==> config.mk <==
export PLATFORM = sky130hd
export DESIGN_NAME = div8_seq
export DESIGN_NICKNAME = d
export VERILOG_FILES = /design/src/rtl/div8_seq_pkg.sv /design/src/rtl/add8.sv /design/src/rtl/div8_seq_sub8.sv /design/src/rtl/div8_seq.sv
export SDC_FILE = /design/constraint.sdc
export NUM_CORES = 1
export LEC_CHECK = 0
export BUFFER_PORTS_ARGS = -buffer_cell sky130_fd_sc_hd__buf_4
export CAP_MARGIN = 20
export CORE_MARGIN = 5
export CORE_UTILIZATION = 36
export CTS_BUF_LIST = sky130_fd_sc_hd__clkbuf_2 sky130_fd_sc_hd__clkbuf_4 sky130_fd_sc_hd__clkbuf_8
export DETAILED_ROUTE_END_ITERATION = 7
export SLEW_MARGIN = 30
export SYNTH_ARGS = -nofsm -noshare
export SYNTH_HDL_FRONTEND = slang
export SYNTH_SLANG_ARGS = --single-unit
==> constraint.sdc <==
create_clock -name clk -period 6.8 [get_ports clk]
set_clock_uncertainty 0.2 [all_clocks]
set_input_delay 0.34 -clock clk [delete_from_list [all_inputs] [get_ports clk]]
set_output_delay 0.34 -clock clk [all_outputs]
set_load 0.02 [all_outputs]
==> src/rtl/div8_seq_pkg.sv <==
// div8_seq_pkg: shared ALU divider types and constants
package div8_seq_pkg;
  localparam int DIV_W = 8;
  localparam logic [DIV_W-1:0] DIV_ZERO_QUOT = 8'hFF;
  typedef enum logic [1:0] {IDLE, CALC, FAULT} state_t;
endpackage

==> src/rtl/add8.sv <==
// add8: 8-bit ripple-carry adder
module add8 (
  input  logic [7:0] a,
  input  logic [7:0] b,
  input  logic       cin,
  output logic [7:0] sum,
  output logic       cout
);
  logic [8:0] c;
  assign c[0] = cin;
  for (genvar i = 0; i < 8; i++) begin : g_fa
    assign sum[i] = a[i] ^ b[i] ^ c[i];
    assign c[i+1] = (a[i] & b[i]) | (c[i] & (a[i] ^ b[i]));
  end
  assign cout = c[8];
endmodule

==> src/rtl/div8_seq_sub8.sv <==
// sub8: combinational 8-bit subtractor a - b as a + ~b + 1
module sub8 (
  input  logic [7:0] a,
  input  logic [7:0] b,
  output logic [7:0] diff,
  output logic       borrow
);
  logic cout;
  add8 u_add (.a(a), .b(~b), .cin(1'b1), .sum(diff), .cout(cout));
  assign borrow = ~cout;
endmodule

==> src/rtl/div8_seq.sv <==
// div8_seq: iterative 8-bit unsigned restoring divider, one step per clock
module div8_seq
  import div8_seq_pkg::*;
(
  input  logic             clk,
  input  logic             rst,
  input  logic             start,
  input  logic [DIV_W-1:0] dividend,
  input  logic [DIV_W-1:0] divisor,
  output logic             busy,
  output logic             done,
  output logic [DIV_W-1:0] quotient,
  output logic [DIV_W-1:0] remainder,
  output logic             div_by_zero
);
  state_t state, state_nxt;
  logic [DIV_W-1:0] r, q, d, r_nxt, q_nxt, d_nxt, quot_nxt, rem_nxt, diff;
  logic [2:0] cnt, cnt_nxt;
  logic [DIV_W:0] s;
  logic borrow, ok, done_nxt, dbz_nxt;
  assign s = {r, q[DIV_W-1]};
  sub8 u_sub (.a(s[DIV_W-1:0]), .b(d), .diff(diff), .borrow(borrow));
  // the partial remainder never reaches bit 8 after a step, so r keeps 8 bits
  assign ok = s[DIV_W] | ~borrow;
  assign busy = state != IDLE;
  always_comb begin
    state_nxt = state;
    r_nxt = r;
    q_nxt = q;
    d_nxt = d;
    cnt_nxt = cnt;
    done_nxt = 1'b0;
    quot_nxt = quotient;
    rem_nxt = remainder;
    dbz_nxt = div_by_zero;
    case (state)
      IDLE: if (start) begin
        q_nxt = dividend;
        r_nxt = '0;
        d_nxt = divisor;
        cnt_nxt = '0;
        state_nxt = divisor == '0 ? FAULT : CALC;
      end
      CALC: begin
        r_nxt = ok ? diff : s[DIV_W-1:0];
        q_nxt = {q[DIV_W-2:0], ok};
        cnt_nxt = cnt + 3'd1;
        if (cnt == 3'd7) begin
          quot_nxt = q_nxt;
          rem_nxt = r_nxt;
          dbz_nxt = 1'b0;
          done_nxt = 1'b1;
          state_nxt = IDLE;
        end
      end
      FAULT: begin
        quot_nxt = DIV_ZERO_QUOT;
        rem_nxt = q;
        dbz_nxt = 1'b1;
        done_nxt = 1'b1;
        state_nxt = IDLE;
      end
      default: state_nxt = IDLE;
    endcase
  end
  always_ff @(posedge clk) begin
    if (rst) begin
      state <= IDLE;
      r <= '0;
      q <= '0;
      d <= '0;
      cnt <= '0;
      done <= 1'b0;
      quotient <= '0;
      remainder <= '0;
      div_by_zero <= 1'b0;
    end else begin
      state <= state_nxt;
      r <= r_nxt;
      q <= q_nxt;
      d <= d_nxt;
      cnt <= cnt_nxt;
      done <= done_nxt;
      quotient <= quot_nxt;
      remainder <= rem_nxt;
      div_by_zero <= dbz_nxt;
    end
  end
endmodule

# --- Yosys cells after proc, flatten, opt, wreduce, memory -nomap -nowiden ---
# Index checks and enable logic that the tools add are counted.
word_totals:
  regBits: 47
  input_bits: 19
  output_inout_bits: 19
  wordCells: 84
op_classes:
  add_sub_neg: 1
  n_eq_ne: 5
  mux: 19
  bitwise_logic: 41
  n_reduce_logical: 9
ops:
  columns: ["cell", "n"]
  rows:
  - ["$pmux W8 S2", 4]
  - ["$mux W8", 5]
  - ["$and A1 B1 Y1", 15]
  - ["$xor A1 B1 Y1", 15]
  - ["$or A1 B1 Y1", 9]
  - ["$logic_not A8 Y1", 1]
  - ["$not A8 Y8", 1]
  - ["$reduce_and A2 Y1", 4]
  - ["$mux W2", 3]
  - ["$pmux W3 S2", 1]
  - ["$reduce_bool A2 Y1", 3]
  - ["$ne A2 B2 Y1 const B", 2]
  - ["$pmux W1 S2", 2]
  - ["$pmux W2 S2", 1]
  - ["$add A3 B1 Y3 const B", 1]
  - ["$eq A3 B3 Y1 const B", 1]
  - ["$mux W3", 1]
  - ["$eq A2 B1 Y1 const B", 1]
  - ["$eq A2 B2 Y1 const B", 1]
  - ["$logic_not A2 Y1", 1]
  - ["$mux W1", 2]
  - ["$not A1 Y1", 1]

# --- Longest topological paths before layout ---
# Gate-level depths: netlist (run 1).
depth:
  depth_word: 21
  ltp_mapped: 15
  ltp_nobuf: 14

# --- Modules after synthesis ---
# From an unflattened synthesis (run 1), not the netlist that was laid out.
unflattened:
  hier_cells: 238
  area_unflattened_um2: 2290.9
modules_own_cells:
  columns: ["module", "instances", "cells_per_inst", "area_per_inst_um2"]
  rows:
  - ["div8_seq", 1, 210, 2055.7]
  - ["add8", 1, 18, 197.7]
  - ["sub8", 1, 10, 37.5]

# --- Worst setup path after synthesis (run 1) ---
# OpenSTA, ideal clock, no wires.
synth_path:
  path_kind: "reg2reg"
  start: "register q[7]"
  end: "register remainder[7]"
  arrival_ns: 3.533
  required_ns: 6.509
  slack_ns: 2.976
  stages_incl_launch_ff: 14
  path_buffers: 0
  cell_sequence: "dfxtp_1 -> inv_1 -> ha_1 -> inv_1 -> fa_1 -> fa_1 -> fa_1 -> fa_1 -> fa_1 -> inv_1 -> fa_1 -> fa_1 -> a211o_1 -> a311oi_1"
synth_between:
  elab_chain_len: 20
synth_rtl:
  columns: ["item", "line", "source"]
  rows:
  - ["from (decl)", "div8_seq.sv:17", "logic [DIV_W-1:0] r, q, d, r_nxt, q_nxt, d_nxt, quot_nxt, rem_nxt, diff;"]
  - ["from (signal assigned)", "div8_seq.sv:80", "q <= q_nxt;"]
  - ["$and A1 B1 Y1 or $xor A1 B1 Y1 (tied branches)", "add8.sv:13", "assign c[i+1] = (a[i] & b[i]) | (c[i] & (a[i] ^ b[i]));"]
  - ["$or A1 B1 Y1", "add8.sv:13", null]
  - ["$and A1 B1 Y1", "add8.sv:13", null]
  - ["$or A1 B1 Y1", "add8.sv:13", null]
  - ["$and A1 B1 Y1", "add8.sv:13", null]
  - ["$or A1 B1 Y1", "add8.sv:13", null]
  - ["$and A1 B1 Y1", "add8.sv:13", null]
  - ["$or A1 B1 Y1", "add8.sv:13", null]
  - ["[... 4 more ...]", null, null]
  - ["$and A1 B1 Y1", "add8.sv:13", null]
  - ["$or A1 B1 Y1", "add8.sv:13", null]
  - ["$and A1 B1 Y1", "add8.sv:13", null]
  - ["$or A1 B1 Y1", "add8.sv:13", null]
  - ["$or A1 B1 Y1", "div8_seq.sv:24", "assign ok = s[DIV_W] | ~borrow;"]
  - ["$mux W8", "div8_seq.sv:45", "r_nxt = ok ? diff : s[DIV_W-1:0];"]
  - ["$mux W8", "div8_seq.sv:48", "if (cnt == 3'd7) begin"]
  - ["$pmux W8 S2 *", "div8_seq.sv:36", "case (state)"]
  - ["to (signal assigned)", "div8_seq.sv:85", "remainder <= rem_nxt;"]
  - ["to (decl)", "div8_seq.sv:13", "output logic [DIV_W-1:0] remainder,"]
# Mark *: on every way between the ends. The rest lies on a longest branch, timed or not. The select of a mux whose other input is x is not followed.
# A chain may end at the register's enable or synchronous reset.

# --- Final worst setup path (run 1) ---
layout_path:
  start: "register q[7]"
  end: "register remainder[0]"
layout_between:
  elab_chain_len: 20
layout_rtl:
  columns: ["item", "line"]
  rows:
  - ["$and A1 B1 Y1 or $xor A1 B1 Y1 (tied branches)", "add8.sv:13, add8.sv:12"]
  - ["$or A1 B1 Y1", "add8.sv:13"]
  - ["$and A1 B1 Y1", "add8.sv:13"]
  - ["$or A1 B1 Y1", "add8.sv:13"]
  - ["$and A1 B1 Y1", "add8.sv:13"]
  - ["$or A1 B1 Y1", "add8.sv:13"]
  - ["$and A1 B1 Y1", "add8.sv:13"]
  - ["$or A1 B1 Y1", "add8.sv:13"]
  - ["[... 4 more ...]", null]
  - ["$and A1 B1 Y1", "add8.sv:13"]
  - ["$or A1 B1 Y1", "add8.sv:13"]
  - ["$and A1 B1 Y1", "add8.sv:13"]
  - ["$or A1 B1 Y1", "add8.sv:13"]
  - ["$or A1 B1 Y1", "div8_seq.sv:24"]
  - ["$mux W8 *", "div8_seq.sv:45"]
  - ["$mux W8 *", "div8_seq.sv:48"]
  - ["$pmux W8 S2 *", "div8_seq.sv:36"]
# Marks and branches as above.

==> reports/results.md, run 1 <==
* **RePlAce Congestion** 0.856
* **final worst-path setup slack** 2.50 ns
* **pins over their slew limit** 0
* **clock period minus worst slack** 4.30 ns
* **timing-limited maximum frequency** 232 MHz
* **worst setup slack before clock tree synthesis** 2.53 ns
* **Worst IR Drop VDD** 0.107 mV
* **cell mode on critical path** sky130_fd_sc_hd__fa_1
* **clock latency at the later pin of the worst-skew pair** 0.30 ns
* **total track usage** 0.137
* **LEAKAGE** 1.05 nW
* **maximum number of pins on one net before global-route repair** 50
* **Total Negative Setup Slacks** 0 ns
* **final hold violations** 0
* **Die H** 89.5 microns
* **slew of the pin with the lowest slew margin** 0.631 ns
* **crit share post-route** 0.633
* **diode insertion count for antenna repair** 0
* **wire length of the first global-routing pass** 8440 microns
* **Final setup viols** 0
* **Inserted Clock Buffers** 5
* **register-to-register setup slack** 2.50 ns
* **Max-Slew Margin vs Limit** 0.579
* **Setup crit start kind** register
* **critical setup path kind** reg2reg
* **post-CTS clock slew at the launch and capture registers of the worst setup and hold paths** 0.09 ns
* **post-synthesis net count** 268
* **highest cell delay on the worst timing path** 0.40 ns
* **antenna viol nets, final** 0
* **die span in x** 89.5 microns
* **clk buf depth** 2
* **number of buffers and inverters on the critical path** 3
* **vias post-DR** 1,808
* **# nets final** 298
* **Top Family by Delay on Critical Path** adder cells
* **hpwl dp** 3760 microns
* **Syn-to-layout area delta** 18.6%
* **run status** completed
* **final routed DRC violation total** 0
* **total of fill cells in the finished design** 644
* **post-route standard cell area excluding fillers** 0.00270 sq mm
* **number of antenna violations at the first check in global routing** 0
* **total length of routed wires** 5150 microns
* **power density relative to cell area** 254 mW/mm^2
* **PortBufs** 37
* **top-level I/O count** 38
* **number of clock sinks seen by CTS** 47
* **critical path arrival** 4.31 ns
* **synthesized instance count** 236
* **sequential element share of the synthesized area** 0.413
* **final core area utilization** 0.433
* **commonest cells after routing, fill and taps aside** 47 x sky130_fd_sc_hd__dfxtp_1, 37 x sky130_fd_sc_hd__buf_4, 22 x sky130_fd_sc_hd__nand2_1
* **MaxCap Viol Count** 0
* **final global-route overflow total** 0
* **Seq cells post-synth** 47
* **mapped cell area** 0.00228 sq mm
* **leading cell type in the layout, fill and taps excluded** sky130_fd_sc_hd__dfxtp_1
* **die area** 0.00802 sq mm
* **CP Data Required Time** 6.81 ns
* **number of buffers added to fix hold violations after cts** 0
* **average detailed-routed wire length per instance** 15.0 microns
* **critical path, cell by cell** inv_1 -> ha_1 -> inv_1 -> fa_1 -> fa_1 -> fa_1 -> fa_1 -> fa_1 -> inv_1 -> fa_1 -> fa_1 -> nand2b_1 -> a211o_1 -> a311oi_1
* **Hold Crit Class** in2reg
* **floorplan core area** 0.00624 sq mm
* **effective utilization at floorplan** 0.365
* **library cells used by synthesis** 36
* **Max stage delay cell, worst path** sky130_fd_sc_hd__fa_1
* **first-pass iteration count of the detailed router** 4
* **maximum fanout along the worst path** 13
* **Area after DPL** 0.00256 sq mm
* **Warnings, synthesis** 0
* **synthesized area divided by synthesized cell count** 9.65 sq um
* **share of layout cells above drive strength 1** 0.191
* **count of buffers added by post-CTS timing repair for setup** 0
* **cells resized by post-CTS repair** 0
* **cell row count** 29
* **DRC violation total after the first TritonRoute iteration** 105
* **CTS tree** yes
* **root buffer selected by CTS** sky130_fd_sc_hd__clkbuf_8
* **unrepaired setup endpoints after global routing** no
* **critical path endpoint category** register
* **vias per std cell** 5.26
* **post-layout power** 0.687 mW
* **CTS HTree Levels** 2
* **vias in the first global route** 1,752
==> cell families (layout without fill, tap and decap cells) <==
kind of cell | count (synthesis) | in the layout | share of synthesized area
and+or+nand+nor | 74 | 74 | 0.173
AOI/OAI and AO/OA | 58 | 58 | 0.185
DFF | 47 | 47 | 0.413
buffers and inverters | 28 | 59 | 0.0621
muxes | 16 | 16 | 0.0731
adders and majority gates | 13 | 13 | 0.0945
==> metrics by stage <==
| stage | cells | hold WS [ns] |
|---|---|---|
| final | 344 | 0.0985 |
| after global placement | 336 | 0.244 |
| after detailed placement | 336 | 0.247 |
| after global routing | 344 | 0.0994 |
| after floorplan | 236 | 0.236 |
| after CTS | 344 | 0.0873 |
==> synthesized netlist by cell type (all sizes together) <==
cell	count	area [sq um]
nor2b	1	6.26
a32o	1	10.0
a32oi	2	17.5
buf	9	70.1
a211o	3	26.3
a311oi	3	26.3
dfxtp	47	941
mux2i	14	140
fa	7	140
nor2	22	90.1
o221ai	5	43.8
and2	1	6.26
a21oi	14	70.1
inv	14	52.6
nand2b	11	68.8
clkbuf	5	18.8
a22o	4	35.0
ha	6	75.1
nand2	23	93.8
nor4	2	12.5
nor3b	5	37.5
or3	1	11.3
o31ai	1	7.51
mux2	2	26.3
nand3b	3	22.5
nand4b	5	43.8
o32ai	1	8.76
a211oi	10	75.1
o2bb2ai	5	43.8
o22ai	9	56.3
==> path summary, 6_finish.rpt <==
| path | from | to | cells after the start |
|---|---|---|---|
| hold / removal | divisor[5] | d[5] | 3 |
| setup reg to reg | q[7] | remainder[0] | 14 |
| hold reg to reg | d[1] | d[1] | 2 |
| setup / recovery | q[7] | remainder[0] | 14 |
==> state kept, by name (all words and copies together) (netlist names) <==
name         cells
done             1
q                8
cnt              3
quotient         8
d                8
r                8
div_by_zero      1
remainder        8
state            2
==> layer usage <==
metal  track usage  routed length [microns]  vias up
met5             0                        0        -
met4        0.0528                       91        0
met3        0.0323                      269        6
met2         0.215                     2380       41
met1         0.182                     2410      852
li1              -                        -      909
==> power by group <==
group          switching, mW  leakage [nW]  internal (mW)  total [mW]
sequential            0.0130         0.383          0.290       0.303
clock                 0.0986        0.0644          0.147       0.245
combinational         0.0769         0.606         0.0618       0.139
==> worst reg2reg max path, cell delays in order, from the launching register on <==
cell and delay [ns]:
sky130_fd_sc_hd__dfxtp_1 0.34, sky130_fd_sc_hd__inv_1 0.06, sky130_fd_sc_hd__ha_1 0.13, sky130_fd_sc_hd__inv_1 0.05
sky130_fd_sc_hd__fa_1 0.38, sky130_fd_sc_hd__fa_1 0.40, sky130_fd_sc_hd__fa_1 0.39, sky130_fd_sc_hd__fa_1 0.39
sky130_fd_sc_hd__fa_1 0.37, sky130_fd_sc_hd__inv_1 0.07, sky130_fd_sc_hd__fa_1 0.17, sky130_fd_sc_hd__fa_1 0.24
sky130_fd_sc_hd__nand2b_1 0.37, sky130_fd_sc_hd__a211o_1 0.40, sky130_fd_sc_hd__a311oi_1 0.24
==> layout make-up <==
cell class	count	area, sq um	share of cell area
flip-flops and latches	47	941	0.348
inverters	14	52.6	0.0195
repair buffers	37	278	0.103
multi-input cells	161	1200	0.443
clock inverters	3	67.6	0.0250
well taps	77	96.3	0.0357
clock buffers	5	68.8	0.0255
Power figures use the tool's default switching activity.
==> inputs of run 2 (changes only) <==
==> constraint.sdc (replaced) <==
create_clock -name clk -period 3.65 [get_ports clk]
set_clock_uncertainty 0.2 [all_clocks]
set_input_delay 0.1825 -clock clk [delete_from_list [all_inputs] [get_ports clk]]
set_output_delay 0.1825 -clock clk [all_outputs]
set_load 0.02 [all_outputs]
==> reports/results.md, run 2 (same netlist as run 1, synthesis figures left out) <==
* **total track usage** 0.146, was 0.137
* **critical path arrival** 3.80 ns, was 4.31 ns
* **Setup crit start kind** register, unchanged
* **cell row count** 29, unchanged
* **final cell count without fillers** 361, was 344
* **Syn-to-layout area delta** 33.1%, was 18.6%
* **post-route standard cell area excluding fillers** 0.00303 sq mm, was 0.00270 sq mm
* **final hold violations** 0, unchanged
* **CP Data Required Time** 3.66 ns, was 6.81 ns
* **cell mode on critical path** sky130_fd_sc_hd__fa_2, was sky130_fd_sc_hd__fa_1
* **Max stage delay cell, worst path** sky130_fd_sc_hd__fa_2, was sky130_fd_sc_hd__fa_1
* **highest cell delay on the worst timing path** 0.45 ns, was 0.40 ns
* **top-level I/O count** 38, unchanged
* **number of antenna violations at the first check in global routing** 0, unchanged
* **post-CTS clock slew at the launch and capture registers of the worst setup and hold paths** 0.09 ns, about the same
* **CTS tree** yes, unchanged
* **hpwl dp** 3780 microns, was 3760 microns
* **LEAKAGE** 1.15 nW, was 1.05 nW
* **total length of routed wires** 5560 microns, was 5150 microns
* **die area** 0.00802 sq mm, unchanged
* **clk buf depth** 2, unchanged
* **wire length of the first global-routing pass** 8960 microns, was 8440 microns
* **hold depth** 3, unchanged
* **number of cells on the worst reg-to-reg path** 13, was 14
* **Final setup viols** 13, was 0
* **pins over their slew limit** 0, unchanged
* **FF-to-FF End** remainder[7], was remainder[0]
* **Inserted Clock Buffers** 5, unchanged
* **Total Negative Setup Slacks** -0.736 ns, was 0 ns
* **antenna viol nets, final** 0, unchanged
* **slew of the pin with the lowest slew margin** 0.577 ns, was 0.631 ns
* **final global-route overflow total** 0, unchanged
* **run status** finished, violations left, was completed
* **maximum fanout along the worst path** 3, was 13
* **PortBufs** 37, unchanged
* **register-to-register setup slack** -0.14 ns, was 2.50 ns
* **commonest cells after routing, fill and taps aside** 45 x sky130_fd_sc_hd__dfxtp_1, 42 x sky130_fd_sc_hd__buf_4, 22 x sky130_fd_sc_hd__nand2_1, was 47 x sky130_fd_sc_hd__dfxtp_1, 37 x sky130_fd_sc_hd__buf_4, 22 x sky130_fd_sc_hd__nand2_1
* **MaxCap Viol Count** 0, unchanged
* **Area after DPL** 0.00262 sq mm, was 0.00256 sq mm
* **end of the worst hold path** q[4], was d[5]
* **die span in x** 89.5 microns, unchanged
* **effective utilization at floorplan** 0.365, unchanged
* **# nets final** 316, was 298
* **crit share post-route** 1.04, was 0.633
* **critical path endpoint category** register, unchanged
* **post-layout power** 1.34 mW, was 0.687 mW
* **RePlAce Congestion** 0.841, was 0.856
* **unrepaired setup endpoints after global routing** yes, was no
* **timing-limited maximum frequency** 264 MHz, was 232 MHz
* **Hold Crit Class** in2reg, unchanged
* **average detailed-routed wire length per instance** 15.4 microns, was 15.0 microns
* **power density relative to cell area** 442 mW/mm^2, was 254 mW/mm^2
* **Worst IR Drop VDD** 0.242 mV, was 0.107 mV
* **Max-Slew Margin vs Limit** 0.615, was 0.579
* **DRC violation total after the first TritonRoute iteration** 93, was 105
* **startpoint of the worst register-to-register path** q[7], unchanged
* **critical setup path kind** reg2reg, unchanged
* **critical path, cell by cell** inv_2 -> ha_4 -> inv_2 -> fa_2 -> fa_2 -> fa_2 -> fa_2 -> fa_2 -> inv_2 -> fa_2 -> fa_2 -> a211o_1 -> a311oi_2, was inv_1 -> ha_1 -> inv_1 -> fa_1 -> fa_1 -> fa_1 -> fa_1 -> fa_1 -> inv_1 -> fa_1 -> fa_1 -> nand2b_1 -> a211o_1 -> a311oi_1
* **share of layout cells above drive strength 1** 0.317, was 0.191
* **met1 Track Usage GR** 0.187, was 0.182
* **CTS HTree Levels** 2, unchanged
* **first-pass iteration count of the detailed router** 4, unchanged
* **highest-utilization routing layer at the global route stage** met2, unchanged
* **leading cell type in the layout, fill and taps excluded** sky130_fd_sc_hd__dfxtp_1, unchanged
* **clock period minus worst slack** 3.79 ns, was 4.30 ns
* **vias per std cell** 5.31, was 5.26
* **global routing met3 resource utilization** 0.0341, was 0.0323
* **vias in the first global route** 1,884, was 1,752
* **floorplan core area** 0.00624 sq mm, unchanged
* **vias post-DR** 1,917, was 1,808
* **final core area utilization** 0.486, was 0.433
* **Die H** 89.5 microns, unchanged
* **count of placed standard cells including taps** 342, was 336
* **root buffer selected by CTS** sky130_fd_sc_hd__clkbuf_8, unchanged
* **final routed DRC violation total** 0, unchanged
* **Worst Min Path Start** dividend[4], was divisor[5]
* **maximum number of pins on one net before global-route repair** 50, unchanged
* **number of clock sinks seen by CTS** 47, unchanged
* **clock latency at the later pin of the worst-skew pair** 0.30 ns, about the same
* **diode insertion count for antenna repair** 0, unchanged
* **met2 usage in global routing** 0.236, was 0.215
* **final worst-path setup slack** -0.140 ns, was 2.50 ns
* **violations in the final reports** negative setup slack
-- run 2: changes by cell type in the layout (fill, tap and decap cells not counted), sizes merged --
cell,previous run,this run
clkbuf,5,6
dlygate4sd3,0,9
clkinvlp,1,0
bufinv,2,1
buf,37,46
-- run 2: area by class of cell --
| class | count | area (sq um) |
|---|---|---|
| clock buffers | 6 | 76.3 |
| clock inverters | 1 | 30.0 |
| fillers | 589 | 3210 |
| inverters | 14 | 52.6 |
| multi-input cells | 161 | 1370 |
| flip-flops and latches | 47 | 943 |
| well taps | 77 | 96.3 |
| repair buffers | 55 | 459 |
-- run 2: stage by stage --
stage	setup slack, ns	hold slack, ns
2_1_floorplan	-0.0594	0.118
6_report	-0.140	0.0250
4_1_cts	-0.135	0.0145
3_5_place_dp	-0.138	0.250
5_1_grt	-0.271	0.0517
3_3_place_gp	-0.0968	0.247
-- run 2: worst max path at each step --
stage               start      endpoint
CTS                  q[7]  remainder[7]
finish               q[7]  remainder[7]
global route         q[7]  remainder[7]
floorplan            q[7]  remainder[7]
global placement     q[7]  remainder[7]
detailed placement   q[7]  remainder[7]
-- run 2: metal layers --
| metal | up-vias | share of wire |
|---|---|---|
| li1 | 948 | - |
| met1 | 908 | 0.45 |
| met2 | 49 | 0.48 |
| met3 | 12 | 0.047 |
| met4 | 0 | 0.025 |
| met5 | - | 0 |
-- run 2: what timing repair did --
item / in CTS / in global routing
endpoints found under the hold margin: 9 / 0
setup buffers: 0 / 3
gates resized for setup: 6 / 32
hold buffers: 9 / 0
pin swaps: 4 / 12
setup endpoints to repair: 16 / 18
-- run 2: power by group --
part           total (mW)  switching, mW  internal [mW]
Clock               0.377          0.168          0.208
Combinational       0.397          0.189          0.208
Sequential          0.566         0.0261          0.540
Total                1.34          0.383          0.957
-- run 2: critical path, delay by kind of cell (launching register included) --
kind                       cells  cell delay, ns
AOI/OAI and AO/OA              2            0.50
adders and majority gates      8            2.51
buffers and inverters          3            0.17
DFF                            1            0.33
==> inputs of run 3 (changes only) <==
--- a/config.mk
+++ b/config.mk
@@ -11,7 +11,9 @@
 export CORE_UTILIZATION = 36
 export CTS_BUF_LIST = sky130_fd_sc_hd__clkbuf_2 sky130_fd_sc_hd__clkbuf_4 sky130_fd_sc_hd__clkbuf_8
 export DETAILED_ROUTE_END_ITERATION = 7
+export PLACE_DENSITY = 0.55
 export SLEW_MARGIN = 30
 export SYNTH_ARGS = -nofsm -noshare
 export SYNTH_HDL_FRONTEND = slang
 export SYNTH_SLANG_ARGS = --single-unit
+export TNS_END_PERCENT = 1
==> reports/results.md, run 3 (same netlist as run 1, synthesis figures left out) <==
* **Setup crit start kind** register, unchanged
* **final global-route overflow total** 0, unchanged
* **share of layout cells above drive strength 1** 0.259, was 0.317
* **maximum fanout along the worst path** 3, unchanged
* **clock network power share** 0.304, was 0.281
* **pins over their slew limit** 0, unchanged
* **DRC violation total after the first TritonRoute iteration** 68, was 93
* **leading cell type in the layout, fill and taps excluded** sky130_fd_sc_hd__dfxtp_1, unchanged
* **Switch Pwr** 0.368 mW, was 0.383 mW
* **vias per std cell** 5.21, was 5.31
* **CTS tree** yes, unchanged
* **clock latency at the later pin of the worst-skew pair** 0.31 ns, was 0.30 ns
* **critical path, cell by cell** inv_1 -> ha_1 -> inv_1 -> fa_2 -> fa_2 -> fa_2 -> fa_2 -> fa_2 -> inv_2 -> fa_2 -> fa_1 -> a211o_1 -> a311oi_2, was inv_2 -> ha_4 -> inv_2 -> fa_2 -> fa_2 -> fa_2 -> fa_2 -> fa_2 -> inv_2 -> fa_2 -> fa_2 -> a211o_1 -> a311oi_2
* **final cell count without fillers** 359, was 361
* **number of antenna violations at the first check in global routing** 0, unchanged
* **clock period minus worst slack** 3.78 ns, was 3.79 ns
* **top-level I/O count** 38, unchanged
* **floorplan core area** 0.00624 sq mm, unchanged
* **Die H** 89.5 microns, unchanged
* **die span in x** 89.5 microns, unchanged
* **Area after DPL** 0.00262 sq mm, unchanged
* **Inserted Clock Buffers** 5, unchanged
* **number of clock sinks seen by CTS** 47, unchanged
* **antenna viol nets, final** 0, unchanged
* **Internal Pwr Total** 0.905 mW, was 0.957 mW
* **Flop pwr share** 0.444, was 0.422
* **critical path arrival** 3.81 ns, was 3.80 ns
* **final routed DRC violation total** 0, unchanged
* **post-CTS clock slew at the launch and capture registers of the worst setup and hold paths** 0.10 ns, was 0.09 ns
* **wire length of the first global-routing pass** 8990 microns, was 8960 microns
* **total length of routed wires** 5420 microns, was 5560 microns
* **CTS HTree Levels** 2, unchanged
* **multi-input logic area** 0.00125 sq mm, was 0.00137 sq mm
* **timing-limited maximum frequency** 265 MHz, was 264 MHz
* **effective utilization at floorplan** 0.365, unchanged
* **die area** 0.00802 sq mm, unchanged
* **root buffer selected by CTS** sky130_fd_sc_hd__clkbuf_8, unchanged
* **Hold Crit Class** in2reg, unchanged
* **RePlAce Congestion** 0.771, was 0.841
* **LEAKAGE** 1.11 nW, was 1.15 nW
* **MaxCap Viol Count** 0, unchanged
* **PortBufs** 37, unchanged
* **vias post-DR** 1,870, was 1,917
* **power density relative to cell area** 444 mW/mm^2, was 442 mW/mm^2
* **Max-Slew Margin vs Limit** 0.547, was 0.615
* **Worst IR Drop VDD** 0.180 mV, was 0.242 mV
* **Syn-to-layout area delta** 25.9%, was 33.1%
* **run status** finished, violations left, unchanged
* **violations in the final reports** negative setup slack, unchanged
* **final hold violations** 0, unchanged
* **vias in the first global route** 1,802, was 1,884
* **cell mode on critical path** sky130_fd_sc_hd__fa_2, unchanged
* **Max stage delay cell, worst path** sky130_fd_sc_hd__fa_1, was sky130_fd_sc_hd__fa_2
* **register area** 942 sq um, was 943 sq um
* **CP Data Required Time** 3.68 ns, was 3.66 ns
* **# nets final** 313, was 316
* **final core area utilization** 0.460, was 0.486
* **post-route standard cell area excluding fillers** 0.00287 sq mm, was 0.00303 sq mm
* **Final setup viols** 17, was 13
* **total of fill cells in the finished design** 607, was 589
* **clk buf depth** 2, unchanged
* **critical setup path kind** reg2reg, unchanged
* **maximum number of pins on one net before global-route repair** 50, unchanged
* **unrepaired setup endpoints after global routing** yes, unchanged
* **sw frac** 0.289, was 0.286
* **first-pass iteration count of the detailed router** 4, unchanged
* **total track usage** 0.146, about the same
* **highest cell delay on the worst timing path** 0.43 ns, was 0.45 ns
* **cell row count** 29, unchanged
* **hpwl dp** 3840 microns, was 3780 microns
* **diode insertion count for antenna repair** 0, unchanged
* **crit share post-route** 1.03, was 1.04
* **worst hold slack** 0.00739 ns, was 0.0250 ns
* **count of placed standard cells including taps** 342, unchanged
* **register-to-register setup slack** -0.13 ns, was -0.14 ns
* **commonest cells after routing, fill and taps aside** 46 x sky130_fd_sc_hd__dfxtp_1, 43 x sky130_fd_sc_hd__buf_4, 22 x sky130_fd_sc_hd__nand2_1, was 45 x sky130_fd_sc_hd__dfxtp_1, 42 x sky130_fd_sc_hd__buf_4, 22 x sky130_fd_sc_hd__nand2_1
* **slew of the pin with the lowest slew margin** 0.679 ns, was 0.577 ns
* **average detailed-routed wire length per instance** 15.1 microns, was 15.4 microns
* **combinational group share of total power** 0.253, was 0.297
* **final worst-path setup slack** -0.127 ns, was -0.140 ns
* **critical path endpoint category** register, unchanged
[run 3: cell types whose count changed in the layout (fill, tap and decap cells not counted), sizes merged]
cell	change
buf	-2
clkinv	+2
clkbuf	-1
dlygate4sd3	-1
[run 3: power by group through the flow]
stage	sequential, mW	combinational, mW	clock, mW
2_1_floorplan	0.574	0.204	0
3_3_place_gp	0.575	0.284	0
3_5_place_dp	0.575	0.284	0
4_1_cts	0.564	0.313	0.395
5_1_grt	0.570	0.357	0.423
6_report	0.565	0.322	0.387
[run 3: worst max-delay path, delay by kind of cell (launching register included)]
family,cells,cell delay [ns]
adder cells (fa/ha/maj),8,2.50
AO/OA/AOI/OAI,2,0.52
flip-flops,1,0.33
buffers and inverters,3,0.17
[run 3: area by class of cell]
cell class                 count  share of cell area
timing repair buffer          52               0.144
sequential                    47               0.329
clock buffer                   5              0.0240
multi-input combinational    161               0.436
tap                           77              0.0336
clock inverter                 3              0.0153
inverter                      14              0.0183
[run 3: final timing paths]
kind,end,from,depth (start not counted)
max reg2reg,remainder[7],q[7],13
min reg2reg,d[5],d[5],2
min,q[0],dividend[0],3
max,remainder[7],q[7],13
[run 3: metal layers]
metal	global-route usage	wire (microns)	vias to the layer above
met1	0.204	2560	878
met2	0.224	2570	45
met3	0.0286	212	6
li1	-	-	941
met5	0	0	-
met4	0.0487	85	0
[run 3: metrics by stage]
stage                     setup slack (ns)  power [mW]  setup TNS (ns)
after global routing                -0.268        1.35           -4.01
after CTS                           -0.150        1.27           -1.61
final                               -0.127        1.27          -0.844
after detailed placement            -0.157       0.860           -1.21
after global placement              -0.107       0.859          -0.419
after floorplan                    -0.0594       0.778         -0.0594
[run 3: what timing repair did]
| action | CTS | global route |
|---|---|---|
| pin swaps | 1 | 0 |
| resized for setup | 6 | 5 |
| hold endpoints to repair | 8 | 0 |
| setup buffers | 1 | 0 |
| hold buffers | 8 | 0 |
| setup endpoints to repair | 16 | 18 |
